$ cat config.mk
export PLATFORM = sky130hd
export DESIGN_NAME = sap_datapath
export DESIGN_NICKNAME = d
export VERILOG_FILES = /design/src/rtl/sap_pkg.sv /design/src/rtl/sap_ram.sv /design/src/rtl/sap_datapath.sv
export SDC_FILE = /design/constraint.sdc
export NUM_CORES = 1
export LEC_CHECK = 0
export CAP_MARGIN = 30
export CORE_MARGIN = 4
export CORE_UTILIZATION = 45
export DETAILED_ROUTE_END_ITERATION = 16
export PLACE_DENSITY_LB_ADDON = 0.15
export SLEW_MARGIN = 20
export SYNTH_ARGS = -nofsm -noshare
export SYNTH_HDL_FRONTEND = slang
export SYNTH_SLANG_ARGS = --single-unit
$ cat constraint.sdc
create_clock -name clk -period 3.2 [get_ports clk]
set_clock_uncertainty 0.15 [all_clocks]
set_input_delay 0.32 -clock clk [delete_from_list [all_inputs] [get_ports clk]]
set_output_delay 0.32 -clock clk [all_outputs]
set_load 0.05 [all_outputs]
$ cat src/rtl/sap_pkg.sv
// Shared definitions for the SAP CPU: control-word bit indices, opcodes and default widths.
// Imported by both the controller and the datapath so the control-word layout has one source.
package sap_pkg;

  localparam int SAP_DATA_W = 8;
  localparam int SAP_ADDR_W = 4;
  localparam int CTRL_W     = 12;

  localparam int SIG_HLT       = 11;
  localparam int SIG_PC_INC    = 10;
  localparam int SIG_PC_EN     = 9;
  localparam int SIG_MEM_LOAD  = 8;
  localparam int SIG_MEM_EN    = 7;
  localparam int SIG_IR_LOAD   = 6;
  localparam int SIG_IR_EN     = 5;
  localparam int SIG_A_LOAD    = 4;
  localparam int SIG_A_EN      = 3;
  localparam int SIG_B_LOAD    = 2;
  localparam int SIG_ADDER_SUB = 1;
  localparam int SIG_ADDER_EN  = 0;

  localparam logic [3:0] OP_LDA = 4'h0;
  localparam logic [3:0] OP_ADD = 4'h1;
  localparam logic [3:0] OP_SUB = 4'h2;
  localparam logic [3:0] OP_HLT = 4'hF;

  // True when more than one of the bus-driver enables is asserted.
  function automatic logic multi_drive(input logic [4:0] en);
    logic [2:0] cnt;
    cnt = 3'd0;
    for (int i = 0; i < 5; i++) begin
      cnt = cnt + {2'b00, en[i]};
    end
    return (cnt > 3'd1);
  endfunction

endpackage

$ cat src/rtl/sap_ram.sv
// SAP program/data memory: synchronous program-load write port, asynchronous read port.
// A write and a read to the same address in one cycle return the old word on the read port.
module sap_ram
  import sap_pkg::*;
#(
  parameter int DATA_W = SAP_DATA_W,
  parameter int ADDR_W = SAP_ADDR_W
) (
  input  logic              clk,
  input  logic              we_i,
  input  logic [ADDR_W-1:0] waddr_i,
  input  logic [DATA_W-1:0] wdata_i,
  input  logic [ADDR_W-1:0] raddr_i,
  output logic [DATA_W-1:0] rdata_o
);

  logic [DATA_W-1:0] mem_q [2**ADDR_W];

  // Program-port write; contents are deliberately left out of reset.
  always_ff @(posedge clk) begin
    if (we_i) begin
      mem_q[waddr_i] <= wdata_i;
    end
  end

  assign rdata_o = mem_q[raddr_i];

endmodule

$ cat src/rtl/sap_datapath.sv
// SAP CPU datapath: PC, MAR, RAM, IR, A/B and adder/subtractor on one shared bus.
// Consumes the controller's control word and returns the current opcode.
module sap_datapath
  import sap_pkg::*;
#(
  parameter int DATA_W = SAP_DATA_W,
  parameter int ADDR_W = SAP_ADDR_W
) (
  input  logic              clk,
  input  logic              rst,
  input  logic [11:0]       ctrl,
  input  logic              prog_we,
  input  logic [ADDR_W-1:0] prog_addr,
  input  logic [DATA_W-1:0] prog_data,
  output logic [3:0]        opcode,
  output logic [DATA_W-1:0] a_out,
  output logic [DATA_W-1:0] bus,
  output logic              carry,
  output logic              halted,
  output logic              bus_conflict
);

  localparam logic [ADDR_W-1:0] PC_ONE = {{(ADDR_W-1){1'b0}}, 1'b1};

  logic [ADDR_W-1:0] pc_q, pc_d, mar_q, mar_d;
  logic [DATA_W-1:0] ir_q, ir_d, a_q, a_d, b_q, b_d;
  logic              carry_q, carry_d, halted_q, halted_d, conflict_q, conflict_d;
  logic [DATA_W-1:0] ram_rdata_s, sum_s, bus_s;
  logic              carry_src_s;
  logic [4:0]        drv_en_s;

  sap_ram #(.DATA_W(DATA_W), .ADDR_W(ADDR_W)) u_ram (
    .clk     (clk),
    .we_i    (prog_we),
    .waddr_i (prog_addr),
    .wdata_i (prog_data),
    .raddr_i (mar_q),
    .rdata_o (ram_rdata_s)
  );

  // Adder/subtractor; the extra top bit is carry-out on add and borrow on subtract.
  always_comb begin
    if (ctrl[SIG_ADDER_SUB]) begin
      {carry_src_s, sum_s} = {1'b0, a_q} - {1'b0, b_q};
    end else begin
      {carry_src_s, sum_s} = {1'b0, a_q} + {1'b0, b_q};
    end
  end

  assign drv_en_s = {ctrl[SIG_ADDER_EN], ctrl[SIG_A_EN], ctrl[SIG_IR_EN],
                     ctrl[SIG_MEM_EN], ctrl[SIG_PC_EN]};

  // Priority bus mux: adder, A, IR operand, RAM, PC; idle bus reads 0.
  always_comb begin
    if (ctrl[SIG_ADDER_EN]) begin
      bus_s = sum_s;
    end else if (ctrl[SIG_A_EN]) begin
      bus_s = a_q;
    end else if (ctrl[SIG_IR_EN]) begin
      bus_s = {{(DATA_W-4){1'b0}}, ir_q[3:0]};
    end else if (ctrl[SIG_MEM_EN]) begin
      bus_s = ram_rdata_s;
    end else if (ctrl[SIG_PC_EN]) begin
      bus_s = {{(DATA_W-ADDR_W){1'b0}}, pc_q};
    end else begin
      bus_s = {DATA_W{1'b0}};
    end
  end

  // Next-state for all registers; a set halt flag freezes every load and PC increment.
  always_comb begin
    pc_d       = pc_q;
    mar_d      = mar_q;
    ir_d       = ir_q;
    a_d        = a_q;
    b_d        = b_q;
    carry_d    = carry_q;
    halted_d   = halted_q | ctrl[SIG_HLT];
    conflict_d = conflict_q | multi_drive(drv_en_s);
    if (!halted_q) begin
      if (ctrl[SIG_PC_INC])   pc_d  = pc_q + PC_ONE;        else pc_d  = pc_q;
      if (ctrl[SIG_MEM_LOAD]) mar_d = bus_s[ADDR_W-1:0];    else mar_d = mar_q;
      if (ctrl[SIG_IR_LOAD])  ir_d  = bus_s;                else ir_d  = ir_q;
      if (ctrl[SIG_A_LOAD])   a_d   = bus_s;                else a_d   = a_q;
      if (ctrl[SIG_B_LOAD])   b_d   = bus_s;                else b_d   = b_q;
      if (ctrl[SIG_A_LOAD] && ctrl[SIG_ADDER_EN]) begin
        carry_d = carry_src_s;
      end else begin
        carry_d = carry_q;
      end
    end else begin
      pc_d    = pc_q;
      carry_d = carry_q;
    end
  end

  // State registers with asynchronous active-high reset.
  always_ff @(posedge clk or posedge rst) begin
    if (rst) begin
      pc_q       <= '0;
      mar_q      <= '0;
      ir_q       <= '0;
      a_q        <= '0;
      b_q        <= '0;
      carry_q    <= 1'b0;
      halted_q   <= 1'b0;
      conflict_q <= 1'b0;
    end else begin
      pc_q       <= pc_d;
      mar_q      <= mar_d;
      ir_q       <= ir_d;
      a_q        <= a_d;
      b_q        <= b_d;
      carry_q    <= carry_d;
      halted_q   <= halted_d;
      conflict_q <= conflict_d;
    end
  end

  assign opcode       = ir_q[7:4];
  assign a_out        = a_q;
  assign bus          = bus_s;
  assign carry        = carry_q;
  assign halted       = halted_q;
  assign bus_conflict = conflict_q;

endmodule

==> results.md, run 1 <==
Synthesis:
- Counting every instance in the synthesized netlist gives slightly above 500.
- The number of different library cells used by synthesis comes to 51.
- The count of warnings emitted by yosys is 0.
- After synthesis, the cell types taking the most area are sky130_fd_sc_hd__edfxtp_1 (52%), sky130_fd_sc_hd__dfrtp_1 (12%), sky130_fd_sc_hd__mux4_2 (8.9%).
- The number of enable flip-flop cells after synthesis is 128.
- The most common flop cell mapped by yosys is sky130_fd_sc_hd__edfxtp_1.
- The flip-flop and latch count after synthesis is 163.
- The proportion of synthesized chip area in sequential cells is 0.6420.
- The area share of the leading cell type in the synthesized netlist is 0.5229.
- The library cell with the largest summed area after synthesis is sky130_fd_sc_hd__edfxtp_1.
- When the netlist entered floorplanning its net count stood at 560.
- The post-synthesis async set-or-reset flop share is 0.2147.
- The mean instance size in the synthesized netlist is between 10 and 15 sq um.
- The mapped netlist covers 0.007351 sq mm.

Power and ir drop:
- In this run the power spent charging and discharging nets is between 0.0015 and 0.002 W.
- The analysis attributes to cell leakage a power of 3.344 nW.
- In this run the power density over the cells is 638.0 mW/mm^2.
- The worst voltage drop across the vdd grid is 0.3847 mV.
- Summing internal, switching and leakage power gives a little under 0.006 W.
- The share of total power dissipated in combinational logic is 0.223.
- The net switching fraction of the power is 0.2737.
- The internal power of the cells totals 0.004240 W.
- Of the total power, registers draw 0.424.
- The clock network power share is 0.353.

Run status:
- The run finished with clean final reports.

Global routing:
- The number of antenna violations at the first check in global routing was 0.
- The fraction of met3 tracks used by global routing is 0.03886.
- The pin count of the biggest net entering global routing is 36.
- The number of global-route vias before repair is around 4600.
- The met2 demand-to-capacity share in global routing is 0.3166.
- The wire length of the first global-routing pass is approximately 26000 microns.
- For met1 alone, demand over resource in global routing was 0.2451.
- The total grt overflow is 0.
- The aggregate global-route resource usage is 0.1896.
- The layer flagged by global routing as most heavily used is met2.

Detailed routing:
- The starting DRC count in detailed routing is 298.
- The number of nets with antenna violations after routing is 0.
- The number of optimization iterations in the first detailed-route pass is 4.
- Dividing the detail-routed wire length by the instance count gives between 20 and 25 microns.
- Wires add up to 16730 microns.
- Summing over every cut layer, the via total after detailed routing is roughly 4500.
- After detailed routing, the number of vias per cell comes to 5.420.
- The remaining design rule violation count is 0.

Placed design:
- The weighted congestion reported at the end of routability-driven placement is 0.8941.
- The detailed placer's ending HPWL is 11080 microns.
- Before CTS, the worst setup slack after placement is 249.7 ps.
- During placement, the flow inserted port buffers numbering 49.
- The placed cell area is 0.008225 sq mm.

Floorplanning:
- The standard cell core area is 0.01594 sq mm.
- The initial standard-cell utilization of the core is 0.4611.
- In this run the horizontal extent of the chip is 135.8 microns.
- The y dimension of the die is 135.8 microns.
- The number of rows in the core area is 46.
- The die area is 0.01844 sq mm.
- The number of I/O pins is 50.

STA:
- The aggregate negative setup slack is 0 ps.
- At the pin with the least slew margin, the transition time is between 600 and 700 ps.
- Setup repair after global routing could not meet its margin everywhere.
- The max-slew violation count is 0.
- The maximum achievable frequency is 316.7 MHz.
- The count of final setup violators is 0.
- The number of hold violations in the final report is 0.
- The worst slew slack as a fraction of its limit is 0.5893.
- The final worst-path setup slack is 42.01 ps.
- The clock period minus final worst setup slack is around 3200 ps.
- Dividing the final minimum period by the clock period gives 0.9869.

Clocking:
- At the later pin of the worst-skew pair, clock insertion delay measures 420 ps.
- CTS saw 163 sinks.
- The buffer type at the clock tree root is sky130_fd_sc_hd__clkbuf_16.
- The number of buffers on the longest clock path is 2.
- TritonCTS built the clock tree.
- The number of hold buffers added after cts is 0.
- After clock tree synthesis, the clock-pin slew on the worst setup and hold paths is 60 ps.
- The CTS H-tree depth is 4.
- The TritonCTS buffer count is 17.

Setup path:
- Along the worst path, the maximum fanout reaches 8.
- Setup slack on the worst reg-to-reg path comes out at 650 ps.
- STA puts the critical path data required time at 2730 ps.
- By startpoint and endpoint, the worst setup path is classified as reg2out.
- The kind of end point of the critical path is an output port.
- The endpoint of the worst register-to-register path is ir_q[4].
- The category of the worst setup path launch point is a flip-flop.
- The startpoint identified for the worst register-to-register timing path is mar_q[0].
- STA puts the critical path data arrival time at ~2700 ps.
- Measured in cells, the most critical reg-to-reg path has a length of 7.

Hold path:
- The tightest min-delay check is of the in2async type.

Layout:
- Summing all non-filler instances in the final layout gives an area of a little over 0.009 sq mm.
- The net count reported at finish is roughly 650.
- In the final layout, the share of cells above drive strength 1 is 0.2368.
- The antenna cell count is 0.
- The signed area change from the synthesized netlist to the final layout is 24.48%.

Flow run:
- The max-capacitance violation count is 0.
-- through the flow --
| stage | hold WS (ps) | util | cells |
|---|---|---|---|
| global placement | 313.5 | 0.5159 | 780 |
| CTS | 157.6 | 0.5606 | 815 |
| floorplan | 268.9 | - | 511 |
| finish | 144.3 | 0.5739 | 824 |
| detailed placement | 318.3 | 0.5159 | 780 |
| global route | 202.5 | 0.5739 | 824 |
-- worst max-delay path, cell delays in order (launching register included) --
cell and delay [ps]:
sky130_fd_sc_hd__dfrtp_2 460, sky130_fd_sc_hd__buf_12 170, sky130_fd_sc_hd__mux4_2 510, sky130_fd_sc_hd__mux4_2 490, sky130_fd_sc_hd__a221oi_2 250, sky130_fd_sc_hd__a21o_1 170, sky130_fd_sc_hd__inv_1 60, sky130_fd_sc_hd__buf_6 150
-- metal layers --
| layer | part of all wire | up-vias |
|---|---|---|
| met5 | 0 | - |
| met4 | 0.017 | 0 |
| met3 | 0.035 | 23 |
| met2 | 0.52 | 100 |
| met1 | 0.42 | 2241 |
| li1 | - | 2102 |
-- how the worst max path moves through the flow --
stage / startpoint / to / cells past startpoint
floorplan: a_out[0] / bus[6] / 9
global placement: a_out[2] / bus[5] / 8
detailed placement: a_out[2] / bus[5] / 8
CTS: a_out[0] / bus[6] / 10
global route: a_out[0] / bus[6] / 10
finish: mar_q[0] / bus[4] / 7
-- synth_stat cells (3+ instances only) --
| master | instances |
|---|---|
| sky130_fd_sc_hd__xnor2_1 | 4 |
| sky130_fd_sc_hd__ha_1 | 19 |
| sky130_fd_sc_hd__nand2_1 | 51 |
| sky130_fd_sc_hd__nand2b_1 | 12 |
| sky130_fd_sc_hd__a211oi_1 | 5 |
| sky130_fd_sc_hd__a211o_1 | 3 |
| sky130_fd_sc_hd__nand3_1 | 4 |
| sky130_fd_sc_hd__o21ai_0 | 26 |
| sky130_fd_sc_hd__a2111oi_0 | 4 |
| sky130_fd_sc_hd__nand3b_1 | 4 |
| sky130_fd_sc_hd__clkbuf_1 | 13 |
| sky130_fd_sc_hd__a21oi_1 | 24 |
| sky130_fd_sc_hd__buf_1 | 3 |
| sky130_fd_sc_hd__mux2_2 | 3 |
| sky130_fd_sc_hd__dfrtp_1 | 35 |
| sky130_fd_sc_hd__nor2b_1 | 6 |
| sky130_fd_sc_hd__mux2i_1 | 18 |
| sky130_fd_sc_hd__inv_1 | 25 |
| sky130_fd_sc_hd__o31ai_1 | 10 |
| sky130_fd_sc_hd__o21ai_1 | 3 |
| sky130_fd_sc_hd__buf_4 | 5 |
| sky130_fd_sc_hd__a21o_1 | 3 |
| sky130_fd_sc_hd__or2_2 | 3 |
| sky130_fd_sc_hd__o211ai_1 | 3 |
| sky130_fd_sc_hd__mux4_2 | 29 |
| sky130_fd_sc_hd__fa_1 | 3 |
| sky130_fd_sc_hd__nor2_1 | 25 |
| sky130_fd_sc_hd__edfxtp_1 | 128 |
| sky130_fd_sc_hd__nor3_1 | 5 |
| sky130_fd_sc_hd__o22ai_1 | 3 |
| sky130_fd_sc_hd__buf_2 | 7 |
-- sequential cells by signal (all words and copies together), names as in the netlist --
signal / count
halted: 1
mar_q: 4
u_ram.mem_q: 128
b_q: 8
a_out: 8
carry: 1
bus_conflict: 1
ir_q: 8
pc_q: 4
-- power by group through the flow --
stage / clock network (W) / registers, W / logic, W
floorplan: 0 / 0.00253 / 0.000737
global placement: 0 / 0.00250 / 0.00114
detailed placement: 0 / 0.00251 / 0.00115
CTS: 0.00209 / 0.00247 / 0.00121
global route: 0.00219 / 0.00249 / 0.00141
finish: 0.00206 / 0.00248 / 0.00130
-- cells by family (layout without fill, tap and decap cells) --
kind of cell / Yosys count / count (layout) / share of synthesized area
AOI/OAI and AO/OA: 97 / 97 / 0.08477
xor gates and xnor gates: 6 / 6 / 0.007149
adders and majority gates: 22 / 22 / 0.04051
buffers and inverters: 54 / 151 / 0.03234
DFF: 163 / 163 / 0.6420
muxes: 50 / 50 / 0.1180
and+or+nand+nor: 119 / 119 / 0.07524
-- layout make-up --
cell class              count  area, sq um
clock inverters            12        163.9
repair buffers             95        908.4
flip-flops and latches    163         4726
inverters                  25        93.84
fillers                  1293         6793
multi-input cells         294         2555
well taps                 216        270.3
clock buffers              19        432.9
-- layout by cell type (no fill, tap or decap), types with 3 or more instances in the layout --
cell type / count
sky130_fd_sc_hd__a211oi_1: 3
sky130_fd_sc_hd__o31ai_1: 10
sky130_fd_sc_hd__clkinvlp_4: 3
sky130_fd_sc_hd__dfrtp_1: 32
sky130_fd_sc_hd__mux4_2: 29
sky130_fd_sc_hd__clkdlybuf4s50_1: 41
sky130_fd_sc_hd__a21oi_1: 22
sky130_fd_sc_hd__edfxtp_1: 128
sky130_fd_sc_hd__a211o_1: 3
sky130_fd_sc_hd__mux2i_1: 14
sky130_fd_sc_hd__fa_1: 3
sky130_fd_sc_hd__o21ai_0: 25
sky130_fd_sc_hd__nand3b_1: 4
sky130_fd_sc_hd__buf_4: 47
sky130_fd_sc_hd__a21o_1: 3
sky130_fd_sc_hd__nand3_1: 4
sky130_fd_sc_hd__bufinv_16: 4
sky130_fd_sc_hd__nor2_1: 23
sky130_fd_sc_hd__nor3_1: 5
sky130_fd_sc_hd__mux2_2: 3
sky130_fd_sc_hd__nor2b_1: 5
sky130_fd_sc_hd__nand2_1: 51
sky130_fd_sc_hd__clkbuf_16: 19
sky130_fd_sc_hd__ha_1: 16
sky130_fd_sc_hd__or2_2: 3
sky130_fd_sc_hd__xnor2_1: 4
sky130_fd_sc_hd__clkinv_1: 3
sky130_fd_sc_hd__nand2b_1: 12
sky130_fd_sc_hd__o21ai_1: 4
sky130_fd_sc_hd__inv_1: 25
sky130_fd_sc_hd__o211ai_1: 3
-- timing repair --
item	CTS	global route
pin swaps	0	6
setup endpoints to repair	8	8
cloned	1	2
gates resized for setup	14	23
buffers inserted	3	7
Power figures use the tool's default switching activity.
==> run 2, diff against run 1 <==
- SYNTH_HIERARCHICAL: not set -> 1
==> results.md, run 2 <==
Flow run:
- The max-capacitance violation count is 0 (unchanged).

STA:
- The number of hold violations in the final report came to 0 (unchanged).
- The minimum hold slack is 323.4 ps (+179.0 ps).
- The slew at the pin with the worst max-slew slack is 884.1 ps (+268.1 ps).
- The worst slew slack as a fraction of its limit is 0.4084 (-0.1809).
- The maximum achievable frequency is 316.0 MHz (-0.20%).
- The portion of the clock cycle consumed by the worst path in the final layout is 0.9889 (+0.002024).
- The count of final setup violators came to 0 (unchanged).
- The aggregate negative setup slack is 0 ps (unchanged).
- The max-slew violation count was 0 (unchanged).
- Setup repair after global routing could not meet its margin everywhere.
- The clock period minus final worst setup slack is 3164 ps (+6.475 ps).

Synthesis:
- The mean instance size in the synthesized netlist is 14.72 sq um (+2.4%).
- After synthesis, the cell types taking the most area are sky130_fd_sc_hd__edfxtp_1 (52%), sky130_fd_sc_hd__dfrtp_1 (12%), sky130_fd_sc_hd__mux4_2 (5.5%).
- The area share of the leading cell type in the synthesized netlist is 0.5221 (-0.0007998).
- The most common flop cell mapped by yosys is sky130_fd_sc_hd__edfxtp_1.
- The post-synthesis async set-or-reset flop share is 0.2147 (unchanged).
- Ranked by instance count, the synthesized netlist is headed by sky130_fd_sc_hd__edfxtp_1 (128), sky130_fd_sc_hd__nand2_1 (49), sky130_fd_sc_hd__o21ai_0 (36).
- The post-synthesis cell count is 500 (-2.2%).
- In the post-synthesis netlist, the cell with the most instances is sky130_fd_sc_hd__edfxtp_1.
- The flip-flop and latch count after synthesis is 163 (unchanged).
- The net count after synthesis was 549 (-2.0%).
- The largest total area in the synthesized netlist belongs to sky130_fd_sc_hd__edfxtp_1.
- The count of different cell masters after synthesis came to 47 (-7.8%).
- The cell area after synthesis is 0.007362 sq mm (+0.15%).
- The number of enable flip-flop cells after synthesis was 128 (unchanged).
- The proportion of synthesized chip area in sequential cells is 0.6411 (-0.0009821).
- The count of warnings emitted by yosys is 6 (+6).

Layout:
- The antenna cell count is 0 (unchanged).
- The count of filler cells inserted in the layout is 1290 (-0.23%).
- The net count reported at finish is 637 (-1.2%).
- The area used by sequential logic in the layout is 0.004726 sq mm (unchanged).
- The multi-input logic area is 0.002454 sq mm (-4.0%).
- The layout cell share with drive strength beyond 1 is 0.2413 (+0.004422).
- The leading cell type in the layout, fill and taps excluded is sky130_fd_sc_hd__edfxtp_1.
- The flip-flop count of the largest register, all copies and words added is 128 (unchanged).
- Relative to the synthesized area, the layout overhead comes to 22.98%.
- The area of all placed cells without fillers is 0.009054 sq mm (-1.1%).
- Ranked by flip-flop count, first place goes to u_ram/mem_q.
- The top cell types in the final layout, fill and taps aside, are sky130_fd_sc_hd__edfxtp_1 (128), sky130_fd_sc_hd__nand2_1 (48), sky130_fd_sc_hd__buf_4 (43), sky130_fd_sc_hd__clkdlybuf4s50_1 (41).

Global routing:
- The number of global-route vias before repair is 4415 (-3.7%).
- The pin count of the biggest net entering global routing was 20 (-44%).
- The number of antenna violations at the first check in global routing is 0 (unchanged).
- The total grt overflow is 0 (unchanged).
- The aggregate global-route resource usage is 0.1829 (-0.006759).
- The wire length of the first global-routing pass is 25160 microns (-1.6%).

Floorplanning:
- The width of the die is 135.9 microns (about the same).
- The y dimension of the die was 135.9 microns (about the same).
- The number of I/O pins is 50 (unchanged).
- The number of rows in the core area is 46 (unchanged).
- The standard cell core area was 0.01594 sq mm (unchanged).
- The initial standard-cell utilization of the core is 0.4618 (+0.0007063).
- The die area was 0.01847 sq mm (+0.14%).

Clocking:
- The tree is rooted in a sky130_fd_sc_hd__clkbuf_16.
- The number of buffers on the longest clock path is 2 (unchanged).
- The clock latency at the later pin of the worst-skew pair is 420 ps (about the same).
- The TritonCTS clock tree is yes.
- The TritonCTS buffer count is 17 (unchanged).
- The clock edge transition at the registers on the reported setup and hold paths is 60 ps (about the same).
- The CTS H-tree depth is 4 (unchanged).
- The number of sinks on the clock net is 163 (unchanged).

Detailed routing:
- The total vias in the final route is 4414 (-1.2%).
- The number of optimization iterations in the first detailed-route pass is 4 (unchanged).
- The remaining design rule violation count is 0 (unchanged).
- The starting DRC count in detailed routing came to 285 (-4.4%).
- The number of nets with antenna violations after routing came to 0 (unchanged).
- The routed length per placed instance was 19.51 microns (-3.9%).
- The sum of routed wire length over all layers was 15940 microns (-4.7%).
- The post-detailed-route via-to-cell ratio is 5.403 (-0.32%).

Hold path:
- The path class of the tightest hold or removal check is reg2reg.
- The endpoint of the worst hold path is pc_q[3].
- The hold path depth is 1.
- The hold path startpoint is pc_q[3].

Setup path:
- The number of cell instances on the worst register-to-register path came to 11 (+4).
- In this run the critical register-to-register path is launched from mar_q[0].
- The buffer and inverter count on the worst path is 3 (unchanged).
- The category of the worst setup path launch point is a flip-flop.
- The largest driver fanout on the critical path was 9 (+1).
- The worst reg-to-reg setup slack was 640 ps (about the same).
- The arrival time at the worst endpoint came to 2690 ps (about the same).
- The endpoint of the worst register-to-register path is b_q[2].
- The data required time of the critical path is 2730 ps (about the same).
- The largest incremental delay on the critical path is 510 ps (about the same).
- The kind of end point of the critical path is an output port.
- The largest individual stage delay along the critical path comes from the cell sky130_fd_sc_hd__mux4_2.
- The signal on the critical path passes through buf_12 -> buf_8 -> mux4_2 -> a22oi_1 -> nand2_1 -> and3_1 -> o21ai_0 -> o21ai_1 -> buf_4.
- The cell family contributing the most delay on the critical path is compound AO/OA/AOI/OAI gates.
- The worst setup path is of the reg2out kind.
- The instance count on the critical path is 9 (+2).

Run status:
- The run finished with clean final reports.

Power and ir drop:
- The net switching fraction of the power came to 0.2836 (+0.009875).
- The net switching component of the power came to 0.001632 W (+2.2%).
- The worst voltage drop across the vdd grid is 0.4340 mV (+13%).
- The power density over the cells is 635.9 mW/mm^2 (-0.34%).
- The part of the total power dissipated in combinational logic was 0.223 (about the same).
- The internal power of the cells came to 0.004125 W (-2.7%).
- The leakage power of the design is 3.298 nW (-1.4%).
- The fraction of power consumed by sequential logic is 0.428 (+0.004).
- The clock network power share is 0.349 (-0.004).

Placed design:
- The weighted congestion reported at the end of routability-driven placement is 0.7988 (-11%).
- The placed cell area is 0.008242 sq mm (+0.20%).
- The port buffer count came to 49 (unchanged).
- The detailed placer's ending HPWL is 11140 microns (+0.59%).
## run 2: cell count changes after synthesis, moves of 5 or more
cell / delta
sky130_fd_sc_hd__mux4_1: +14
sky130_fd_sc_hd__o21ai_0: +10
sky130_fd_sc_hd__mux4_2: -11
sky130_fd_sc_hd__mux2i_1: -17
sky130_fd_sc_hd__nor2_1: -5
sky130_fd_sc_hd__o221ai_1: +9
sky130_fd_sc_hd__o31ai_1: -9
sky130_fd_sc_hd__a22oi_1: +15
## run 2: per-stage QoR
step           std cells  power (W)  setup WS (ps)    util
2_1_floorplan        500   0.003257          18.83       -
3_3_place_gp         775   0.003653          241.4  0.5170
3_5_place_dp         775   0.003672          209.0  0.5170
4_1_cts              812   0.005737         -84.69  0.5611
5_1_grt              817   0.006025         -108.0  0.5679
6_report             817   0.005757          35.54  0.5679
## run 2: routing by layer
metal / GRT usage / wire length [microns]
met1: 0.2524 / 7263
met2: 0.2937 / 7725
met3: 0.04367 / 763
met4: 0.04927 / 183
met5: 0 / 0
## run 2: worst max-delay path by stage
| stage | startpoint | end |
|---|---|---|
| final | mar_q[0] | bus[6] |
| after global routing | mar_q[0] | bus[3] |
| after floorplan | a_out[2] | bus[7] |
| after detailed placement | mar_q[0] | bus[5] |
| after global placement | mar_q[0] | bus[1] |
| after CTS | a_out[4] | bus[5] |
## run 2: kinds of logic (layout without fill, tap and decap cells)
kind of cell,count (synthesis),in the layout,share of synthesized area
DFF,163,163,0.6411
and+or+nand+nor,113,113,0.07257
AOI/OAI and AO/OA,104,104,0.08957
buffers and inverters,54,155,0.03620
muxes,35,35,0.1094
adders and majority gates,22,22,0.04045
xor gates and xnor gates,9,9,0.01071
## run 2: layout make-up
| cell class | instances | area share |
|---|---|---|
| inverters | 27 | 0.01119 |
| multi-input cells | 283 | 0.2710 |
| repair buffers | 96 | 0.1005 |
| well taps | 216 | 0.02985 |
| flip-flops and latches | 163 | 0.5220 |
| clock inverters | 13 | 0.01658 |
| clock buffers | 19 | 0.04892 |
## run 2: what timing repair did
| action | CTS | global route |
|---|---|---|
| gates resized for setup | 17 | 29 |
| hold buffers | 1 | 0 |
| setup endpoints to repair | 8 | 8 |
| pin swaps | 2 | 7 |
| endpoints found under the hold margin | 2 | 0 |
| gates cloned | 0 | 0 |
| setup buffers | 4 | 5 |
## run 2: power groups by stage
| stage | clock [W] | sequential [W] | combinational [W] |
|---|---|---|---|
| final | 0.00201 | 0.00246 | 0.00128 |
| after global routing | 0.00216 | 0.00248 | 0.00139 |
| after CTS | 0.00205 | 0.00246 | 0.00122 |
| after detailed placement | 0 | 0.00251 | 0.00116 |
| after global placement | 0 | 0.00251 | 0.00115 |
| after floorplan | 0 | 0.00253 | 0.000726 |
